<file path="config.mk">
export PLATFORM = sky130hd
export DESIGN_NAME = pipe_sched
export DESIGN_NICKNAME = d
export VERILOG_FILES = /design/src/rtl/pipe_sched_pkg.sv /design/src/rtl/pipe_sched_satcnt.sv /design/src/rtl/pipe_sched.sv
export SDC_FILE = /design/constraint.sdc
export NUM_CORES = 1
export LEC_CHECK = 0
export ABC_CLOCK_PERIOD_IN_PS = 1750
export BUFFER_PORTS_ARGS = -buffer_cell sky130_fd_sc_hd__buf_2
export CORE_AREA = 2 2 39 41
export CTS_CLUSTER_SIZE = 28
export DETAILED_ROUTE_END_ITERATION = 8
export DIE_AREA = 0 0 41 43
export HOLD_SLACK_MARGIN = 0.02
export SETUP_SLACK_MARGIN = 0.3
export SYNTH_ARGS = -nofsm -noshare
export SYNTH_HDL_FRONTEND = slang
export SYNTH_SLANG_ARGS = --single-unit
</file>
<file path="constraint.sdc">
create_clock -name clk -period 1.75 [get_ports clk]
set_input_delay 0.0875 -clock clk [delete_from_list [all_inputs] [get_ports clk]]
set_output_delay 0.0875 -clock clk [all_outputs]
set_load 0.01 [all_outputs]
</file>
<file path="src/rtl/pipe_sched_pkg.sv">
// Shared types and constants for the pipeline scheduler: FSM encodings,
// counter widths and the packed control bundle driven to the datapath.
package pipe_sched_pkg;

    localparam int STATE_W        = 2;
    localparam int CNT_W          = 4;
    localparam int PERF_W_DEFAULT = 16;

    typedef logic [STATE_W-1:0] state_t;

    localparam logic [1:0] ST_RUN     = 2'b00;
    localparam logic [1:0] ST_BR_WAIT = 2'b01;

    typedef struct packed {
        logic pc_we;
        logic pc_sel_target;
        logic ifid_we;
        logic ifid_flush;
        logic idex_we;
        logic idex_bubble;
        logic exmem_we;
        logic memwb_we;
    } ctl_t;

endpackage

</file>
<file path="src/rtl/pipe_sched_satcnt.sv">
// Saturating up-counter with enable; holds at all-ones once reached.
module pipe_sched_satcnt #(
    parameter int W = 16
) (
    input  logic         clk,
    input  logic         rst,
    input  logic         i_en,
    output logic [W-1:0] o_count
);

    logic [W-1:0] r_count;

    always_ff @(posedge clk or posedge rst) begin
        if (rst) begin
            r_count <= '0;
        end else if (i_en && (r_count != '1)) begin
            r_count <= r_count + 1'b1;
        end
    end

    assign o_count = r_count;

endmodule

</file>
<file path="src/rtl/pipe_sched.sv">
// Pipeline scheduler: owns all pipeline-register enables, flushes, bubbles and
// branch sequencing. Optional perf counters under PIPE_SCHED_PERF_EN.
module pipe_sched
    import pipe_sched_pkg::*;
#(
    parameter int BR_TIMEOUT = 4,
    parameter int PERF_W     = PERF_W_DEFAULT
) (
    input  logic clk,
    input  logic reset,
    input  logic id_valid,
    input  logic id_branch,
    input  logic id_hazard,
    input  logic ex_br_done,
    input  logic ex_br_taken,
    input  logic mem_busy,
    output logic pc_we,
    output logic pc_sel_target,
    output logic ifid_we,
    output logic ifid_flush,
    output logic idex_we,
    output logic idex_bubble,
    output logic exmem_we,
    output logic memwb_we,
    output logic br_timeout
`ifdef PIPE_SCHED_PERF_EN
    ,
    output logic [PERF_W-1:0] stall_cycles,
    output logic [PERF_W-1:0] flush_count
`endif
);

    // Counter value seen in the last permitted BR_WAIT cycle.
    localparam logic [CNT_W-1:0] TO_LAST = CNT_W'(BR_TIMEOUT - 1);

    state_t           r_state;
    state_t           w_state_next;
    logic [CNT_W-1:0] r_cnt;
    logic [CNT_W-1:0] w_cnt_next;
    logic             r_br_timeout;
    logic             w_to_set;
    ctl_t             w_ctl;
    ctl_t             w_out;

    always_comb begin
        w_ctl        = '0;
        w_state_next = r_state;
        w_cnt_next   = r_cnt;
        w_to_set     = 1'b0;
        if (!mem_busy) begin
            case (r_state)
                ST_RUN: begin
                    w_ctl.exmem_we = 1'b1;
                    w_ctl.memwb_we = 1'b1;
                    w_ctl.idex_we  = 1'b1;
                    if (id_valid && id_hazard) begin
                        w_ctl.idex_bubble = 1'b1;
                    end else if (id_valid && id_branch) begin
                        w_ctl.ifid_flush = 1'b1;
                        w_state_next     = ST_BR_WAIT;
                        w_cnt_next       = '0;
                    end else begin
                        w_ctl.pc_we   = 1'b1;
                        w_ctl.ifid_we = 1'b1;
                    end
                end
                ST_BR_WAIT: begin
                    w_ctl.idex_we     = 1'b1;
                    w_ctl.idex_bubble = 1'b1;
                    w_ctl.exmem_we    = 1'b1;
                    w_ctl.memwb_we    = 1'b1;
                    w_cnt_next        = r_cnt + 1'b1;
                    if (ex_br_done) begin
                        w_ctl.pc_we         = 1'b1;
                        w_ctl.pc_sel_target = ex_br_taken;
                        w_ctl.ifid_flush    = 1'b1;
                        w_state_next        = ST_RUN;
                        w_cnt_next          = '0;
                    end else if (r_cnt == TO_LAST) begin
                        // Give up on resolution and continue sequentially.
                        w_ctl.pc_we      = 1'b1;
                        w_ctl.ifid_flush = 1'b1;
                        w_to_set         = 1'b1;
                        w_state_next     = ST_RUN;
                        w_cnt_next       = '0;
                    end
                end
                default: begin
                    w_state_next = ST_RUN;
                    w_cnt_next   = '0;
                end
            endcase
        end
    end

    always_ff @(posedge clk or posedge reset) begin
        if (reset) begin
            r_state      <= ST_RUN;
            r_cnt        <= '0;
            r_br_timeout <= 1'b0;
        end else begin
            r_state      <= w_state_next;
            r_cnt        <= w_cnt_next;
            r_br_timeout <= r_br_timeout | w_to_set;
        end
    end

    assign w_out = reset ? ctl_t'('0) : w_ctl;

    assign pc_we         = w_out.pc_we;
    assign pc_sel_target = w_out.pc_sel_target;
    assign ifid_we       = w_out.ifid_we;
    assign ifid_flush    = w_out.ifid_flush;
    assign idex_we       = w_out.idex_we;
    assign idex_bubble   = w_out.idex_bubble;
    assign exmem_we      = w_out.exmem_we;
    assign memwb_we      = w_out.memwb_we;
    assign br_timeout    = r_br_timeout;

`ifdef PIPE_SCHED_PERF_EN
    pipe_sched_satcnt #(.W(PERF_W)) u_stall_cnt (
        .clk     (clk),
        .rst     (reset),
        .i_en    (!w_out.pc_we),
        .o_count (stall_cycles)
    );

    pipe_sched_satcnt #(.W(PERF_W)) u_flush_cnt (
        .clk     (clk),
        .rst     (reset),
        .i_en    (w_out.ifid_flush),
        .o_count (flush_count)
    );
`endif

endmodule

</file>
# After elaboration in Yosys (flattened, before gate mapping)
# Cells that the tools add are included.
# totals
reg_bits	7
in_bits	8
out_inout_bits	9
# op_classes
addsub	1
eq_ne	5
mux	27
n_bitwise	2
n_reduce_logical	5
# ops
op	count
$mux 4	4
$mux 8	2
$mux 1	12
$mux 2	5
$pmux 5 s2	1
$pmux 4 s2	1
$add 4x1->4 const B	1
$eq 4x2->1 const B	1
$ne 2x2->1 const B	2
$pmux 2 s2	1
$reduce_and 4->1	1
$ne 3x3->1 const B	1
$reduce_and 3->1	1
$eq 2x1->1 const B	1
$logic_and 1x1->1	2
$logic_not 2->1	1
$pmux 1 s2	1
$not 1->1	1
$or 1x1->1	1

# Depth between registers and ports, before layout
# Gate-level depths: netlist of run 1.
# depth
word_depth	6
depth_mapped	4
ltp_nobuf	4

# Least setup slack after synthesis of run 1
# Ideal clock, no wire load.
# synth_timing
path_type	register -> output
startpoint	register r_cnt[0]
endpoint	output port pc_we
arrival_time_ns	1.605
t_required_ns	1.662
path_slack_ns	0.058
path_stages_with_launch	5
path_buffers	0
cell_sequence	dfrtp_1 > ha_1 > nor3b_1 > nor2_1 > a2111oi_0
# synth_via
elab_chain_cells	6
# synth_lines
element	line_no	rtl
from (decl)	pipe_sched.sv:38	logic [CNT_W-1:0] r_cnt;
from (signal assigned)	pipe_sched.sv:103	r_cnt <= w_cnt_next;
$eq 4x2->1	pipe_sched.sv:79	end else if (r_cnt == TO_LAST) begin
$mux 1	pipe_sched.sv:79	
$mux 1	pipe_sched.sv:73	if (ex_br_done) begin
$pmux 1 s2	pipe_sched.sv:51	case (r_state)
$mux 8	pipe_sched.sv:50	if (!mem_busy) begin
$mux 8	pipe_sched.sv:108	assign w_out = reset ? ctl_t'('0) : w_ctl;
to (decl)	pipe_sched.sv:17	output logic pc_we,
# No other way between the ends.

# Worst setup path in the final report of run 1
# layout_timing
startpoint	register r_cnt[1]
endpoint	register r_cnt[3]
# layout_via
elab_chain_cells	4
elab_cells_between_ends	5
cone_classes	1 x add/sub; 1 x eq/ne; 3 x mux
# layout_lines
element	line_no
$add 4x1->4 / $eq 4x2->1 (equally long branches)	pipe_sched.sv:72, pipe_sched.sv:79
$mux 4 *	pipe_sched.sv:79
$mux 4 *	pipe_sched.sv:73
$pmux 4 s2 *	pipe_sched.sv:51
# Mark *: on every way between the ends. The rest lies on a longest branch, timed or not.
# A chain may end at the register's enable or synchronous reset.

==> results.sh, run 1 <==
export IMPL_htree_levels=1
export IMPL_core_area_um2=1380
export IMPL_p_leak_uw=0.000300
export IMPL_vias=420
export IMPL_cts_tree="yes"
export IMPL_r2r_end="r_cnt[3]"
export IMPL_insertion_delay_ns=0.25
export IMPL_antenna_left=0
export IMPL_final_nets=78
export IMPL_max_freq_ghz=0.624
export IMPL_port_buffers=16
export IMPL_die_h_um=43
export IMPL_layout_commonest_cell="buf_2"
export IMPL_cp_required_ns=1.90
export IMPL_routed_wl_mm=1.00
export IMPL_hold_path_class="in2reg"
export IMPL_synth_nets=52
export IMPL_synth_largest_area_cell="dfrtp_1"
export IMPL_cts_root_buf="clkbuf_4"
export IMPL_path_clk_slew_ns=0.05
export IMPL_outcome="finished clean"
export IMPL_maxCapViolCount=0
export IMPL_seq_area_frac_synth_pct=36.3
export IMPL_grt_pass1_vias=416
export IMPL_whs_ns=0.203
export IMPL_antenna_found_initial=0
export IMPL_stdcell_area_um2=629
export IMPL_die_area_um2=1760
export IMPL_arrival_ns=1.75
export IMPL_cp_end_kind="register"
export IMPL_vias_per_cell=5.06
export IMPL_grt_usage_pct=14.6
export IMPL_place_area_um2=517
export IMPL_finalHoldViolations=0
export IMPL_finalSetupTns_ns=0
export IMPL_worstHoldEndpoint="r_cnt[0]"
export IMPL_min_period_ns=1.60
export IMPL_reg2reg_from="r_cnt[1]"
export IMPL_ys_types=30
export IMPL_ys_flop_type="dfrtp_1"
export IMPL_whs_path_depth=3
export IMPL_grt_overflow_total=0
export IMPL_drtIter0Drc=6
export IMPL_p_per_area_nw_per_um2=1100
export IMPL_critPathKind="reg2reg"
export IMPL_yosysTopAreaCellShare_pct=36.3
export IMPL_min_period_over_period_pct=91.5
export IMPL_drc_errors=0
export IMPL_grt_first_pass_wirelength_mm=1.76
export IMPL_clock_sinks=6
export IMPL_maxSlewViolCount=0
export IMPL_tightest_slew_ns=0.244
export IMPL_clockBufferDepth=2
export IMPL_ir_drop_mv=0.560
export IMPL_diodes=0
export IMPL_final_util_pct=45.5
export IMPL_setup_viol=0
export IMPL_relSlewSlack_pct=83.7
export IMPL_synth_area_leaders="dfrtp_1 (36%), o311ai_2 (3.9%), a21o_1 (3.6%)"
export IMPL_place_hpwl_um=720
export IMPL_rows=14
export IMPL_cp_max_fo=2
export IMPL_area_delta_synth_final_pct=52.0
export IMPL_rsz0062_at_grt="yes"
export IMPL_grt_start_max_net_pins=13
export IMPL_async_flop_share_pct=100
export IMPL_wl_per_cell_um=12.0
export IMPL_initial_core_util_pct=29.9
export IMPL_synth_seq_cells=6
export IMPL_place_congestion=0.758
export IMPL_layout_common_cells="buf_2 (16), dfrtp_1 (6), buf_4 (6)"
export IMPL_yosysWarnings=0
export IMPL_r2r_cells=5
export IMPL_syn_inst=43
export IMPL_syn_area_um2=414
export IMPL_synth_edf_count=0
export IMPL_die_w_um=41
export IMPL_avgSynthCellArea_um2=9.63
export IMPL_final_layout_size_suffix_gt1_share_pct=50.7
export IMPL_dr_pass1_iters=3
export IMPL_cts_buffers=3
export IMPL_hold_path_startpoint="ex_br_done"
export IMPL_rrSetupSlack_ns=0.15
export IMPL_fin_worst_skew_ns=0.00721
export IMPL_ios=17
export IMPL_cp_start_kind="register"
## worst max path at each step
stage                         from         end
final                     r_cnt[1]    r_cnt[3]
after floorplan           r_cnt[0]    r_cnt[3]
after CTS                 r_cnt[1]  ifid_flush
after detailed placement  r_cnt[0]       pc_we
after global placement    r_cnt[0]       pc_we
after global routing      r_cnt[1]    r_cnt[3]
## flip-flops by register name, summed over array words and instances (netlist names)
register    flops
br_timeout      1
r_cnt           4
r_state         1
## stage by stage
step                      std cells  setup slack (ns)  total power [uW]
after floorplan                  43             0.318               396
after CTS                        81             0.172               671
after detailed placement         72             0.124               467
after global routing             83             0.100               747
final                            83             0.148               690
after global placement           72             0.142               460
## cells by family after synthesis
family | Yosys count | share of synthesized area (%)
AO/OA/AOI/OAI | 12 | 24.5
adder cells (fa/ha/maj) | 1 | 3.02
buffers and inverters | 6 | 7.25
flip-flops | 6 | 36.3
multiplexers | 1 | 2.42
AND/OR/NAND/NOR | 17 | 26.6
## worst max-delay path, cell delays in order (launching register included)
cell,delay [ns]
dfrtp_1,0.38
ha_2,0.18
nor3b_4,0.16
buf_4,0.14
or4_4,0.42
o311ai_2,0.21
## cell type report
cell class	instances	area [um2]
fillers	137	754
multi-input cells	31	279
flip-flops and latches	6	150
repair buffers	24	146
clock buffers	3	22.5
well taps	16	20.0
inverters	3	11.3
## power by group
part	switching, uW	leakage, uW	internal, uW
combinational	153	0.000206	181
sequential	46.9	0.0000803	182
clock	49.2	0.0000138	77.5
## routing by layer
layer	global-route usage (%)	up-vias	part of all wire (%)
met2	21.6	5	53
met5	0	-	0
met3	6.81	0	2.9
li1	-	215	-
met4	4.67	0	0
met1	18.2	200	44
## synthesized netlist by cell type (2+ instances only)
master and number:
a21o_1 2, a21oi_1 2, buf_4 2, dfrtp_1 6, inv_1 2, nand3_1 2, nor2_1 3, nor3_1 2
## what timing repair did
action                                  CTS  global route
hold buffers                              1             0
resized for setup                         6             0
pin swaps                                 3             1
setup buffers                             5             2
endpoints found under the hold margin     6             0
endpoints found under the setup margin    3             5
Note: power is estimated with default switching activity, not from simulation.
==> inputs of run 2 (changes only) <==
Settings changed: ABC_AREA set to 1, ABC_CLOCK_PERIOD_IN_PS 1750 to 1700.
Clock period 1.75 ns to 1.7 ns, I/O delays scaled along.
==> results.sh, run 2 <==
export IMPL_outcome="finished clean"
export IMPL_synth_area_leaders="dfrtp_1 (35%), nand2_1 (15%), inv_1 (8.8%)"
export IMPL_synth_edf_count=0
export IMPL_port_buffers=16
export IMPL_ys_types=17
export IMPL_core_area_um2=1380
export IMPL_synth_simple_area_share_pct=42.1
export IMPL_die_w_um=41
export IMPL_syn_inst=63
export IMPL_synth_common_cells="nand2_1 (17), inv_1 (10), nor2_1 (7)"
export IMPL_max_freq_ghz=0.735
export IMPL_async_flop_share_pct=100
export IMPL_cts_root_buf="clkbuf_4"
export IMPL_grt_start_max_net_pins=7
export IMPL_arrival_ns=1.28
export IMPL_fin_worst_skew_ns=0.00767
export IMPL_hold_path_class="in2reg"
export IMPL_yosysTopAreaCellShare_pct=35.3
export IMPL_cp_top_family="flip-flops"
export IMPL_cp_end_kind="output pin"
export IMPL_r2r_cells=6
export IMPL_antenna_found_initial=0
export IMPL_htree_levels=1
export IMPL_reg2reg_from="r_cnt[0]"
export IMPL_rrSetupSlack_ns=0.58
export IMPL_grt_first_pass_wirelength_mm=1.52
export IMPL_worstHoldEndpoint="br_timeout"
export IMPL_rows=14
export IMPL_p_per_area_nw_per_um2=1120
export IMPL_largest_reg_flops=4
export IMPL_initial_core_util_pct=30.7
export IMPL_ios=17
export IMPL_wl_per_cell_um=9.49
export IMPL_path_clk_slew_ns=0.05
export IMPL_synth_seq_cells=6
export IMPL_diodes=0
export IMPL_ys_flop_type="dfrtp_1"
export IMPL_place_area_um2=510
export IMPL_place_hpwl_um=705
export IMPL_clockBufferDepth=2
export IMPL_insertion_delay_ns=0.24
export IMPL_drc_errors=0
export IMPL_slowest_delay_ns=0.43
export IMPL_relSlewSlack_pct=78.7
export IMPL_finalSetupTns_ns=0
export IMPL_avgSynthCellArea_um2=6.75
export IMPL_final_layout_size_suffix_gt1_share_pct=42.4
export IMPL_yosysWarnings=0
export IMPL_die_area_um2=1760
export IMPL_cts_tree="yes"
export IMPL_stdcell_area_um2=618
export IMPL_antenna_left=0
export IMPL_grt_pass1_vias=406
export IMPL_r2r_end="r_cnt[2]"
export IMPL_final_nets=96
export IMPL_synth_xor_area_share_pct=0
export IMPL_tightest_slew_ns=0.319
export IMPL_cp_start_kind="register"
export IMPL_area_delta_synth_final_pct=45.3
export IMPL_grt_overflow_total=0
export IMPL_rsz0062_at_grt="no"
export IMPL_place_ws_ns=0.543
export IMPL_vias_per_cell=4.46
export IMPL_whs_path_depth=4
export IMPL_regMostFlops="r_cnt"
export IMPL_min_period_ns=1.36
export IMPL_cp_max_fo=4
export IMPL_syn_area_um2=425
export IMPL_place_congestion=0.780
export IMPL_cp_required_ns=1.62
export IMPL_seq_area_frac_synth_pct=35.3
export IMPL_die_h_um=43
export IMPL_p_leak_uw=0.000336
export IMPL_synth_nets=72
export IMPL_cts_buffers=3
export IMPL_cp_cell_sequence="nor2_4 -> nand2_4 -> nand2_4 -> nand2_1 -> a21oi_1 -> buf_2"
export IMPL_critPathSlowestCell="dfrtp_2"
export IMPL_clock_sinks=6
export IMPL_synth_compound_gate_area_share_pct=6.47
export IMPL_crit_top_cell="nand2_4"
export IMPL_total_power_uw=691
export IMPL_setup_viol=0
export IMPL_synth_largest_area_cell="dfrtp_1"
export IMPL_synth_top_family_by_area="simple AND/OR/NAND/NOR gates"
export IMPL_synthAdderAreaFrac_pct=2.94
export IMPL_layout_common_cells="nand2_1 (16), buf_2 (16), inv_1 (10)"
export IMPL_grt_usage_pct=12.3
export IMPL_min_period_over_period_pct=80.1
export IMPL_finalHoldViolations=0
export IMPL_maxCapViolCount=0
export IMPL_synth_area_mux_share_pct=0
export IMPL_vias=450
export IMPL_layout_setup_ws_ns=0.339
export IMPL_path_buf_inv=1
export IMPL_critPathKind="reg2out"
export IMPL_yosys_cell_count_top_type="nand2_1"
export IMPL_maxSlewViolCount=0
export IMPL_routed_wl_um=958
export IMPL_dr_pass1_iters=3
export IMPL_drtIter0Drc=4
export IMPL_ir_drop_mv=0.483
export IMPL_hold_path_startpoint="ex_br_done"
## run 2: report_power, final
part           switching (uW)  internal, uW
clock network            47.4          79.6
registers                56.2           192
logic                     178           137
## run 2: final cells by class
class	count	area (um2)
Multi-Input combinational cell	44	262
Tap cell	16	20.0
Clock buffer	3	22.5
Inverter	11	41.3
Fill cell	149	766
Timing Repair Buffer	21	120
Sequential cell	6	153
## run 2: worst register-to-register path, stage by stage, from the launching register on
cell     delay (ns)
dfrtp_1        0.41
ha_4           0.19
buf_4          0.13
nor2_1         0.09
nor2_1         0.06
nand4_1        0.06
o21ai_1        0.06
## run 2: what timing repair did
action | 4_1_cts | 5_1_grt
resized for setup | 1 | 10
buffers inserted | 0 | 4
pin swaps | 0 | 3
hold buffers | 1 | 0
endpoints found under the setup margin | 1 | 2
endpoints found under the hold margin | 6 | 0
## run 2: cells by family after synthesis
group / count (synthesis)
adders and majority gates: 1
buffers and inverters: 13
AOI/OAI and AO/OA: 5
DFF: 6
and+or+nand+nor: 38
## run 2: worst max path at each step
stage          startpoint    endpoint  cells after the start
6_report         r_cnt[2]       pc_we                      6
5_1_grt          r_cnt[2]       pc_we                      6
4_1_cts          r_cnt[0]  ifid_flush                      6
3_5_place_dp     r_cnt[0]  ifid_flush                      6
3_3_place_gp     r_cnt[0]  ifid_flush                      6
2_1_floorplan    r_cnt[0]       pc_we                      5
## run 2: routing by layer
layer / vias to the layer above / track usage [%] / share of wire [%]
met1: 202 / 16.0 / 43
met2: 7 / 19.1 / 53
met4: 0 / 2.00 / 1.4
met3: 2 / 4.71 / 2.9
li1: 239 / - / -
met5: - / 0 / 0
## run 2: metrics by stage
| stage | instances | util [%] | hold WS [ns] |
|---|---|---|---|
| 2_1_floorplan | 63 | - | -0.124 |
| 3_3_place_gp | 93 | 36.9 | 0.0401 |
| 3_5_place_dp | 93 | 36.9 | 0.0377 |
| 4_1_cts | 97 | 39.4 | 0.168 |
| 5_1_grt | 101 | 44.7 | 0.200 |
| 6_report | 101 | 44.7 | 0.175 |
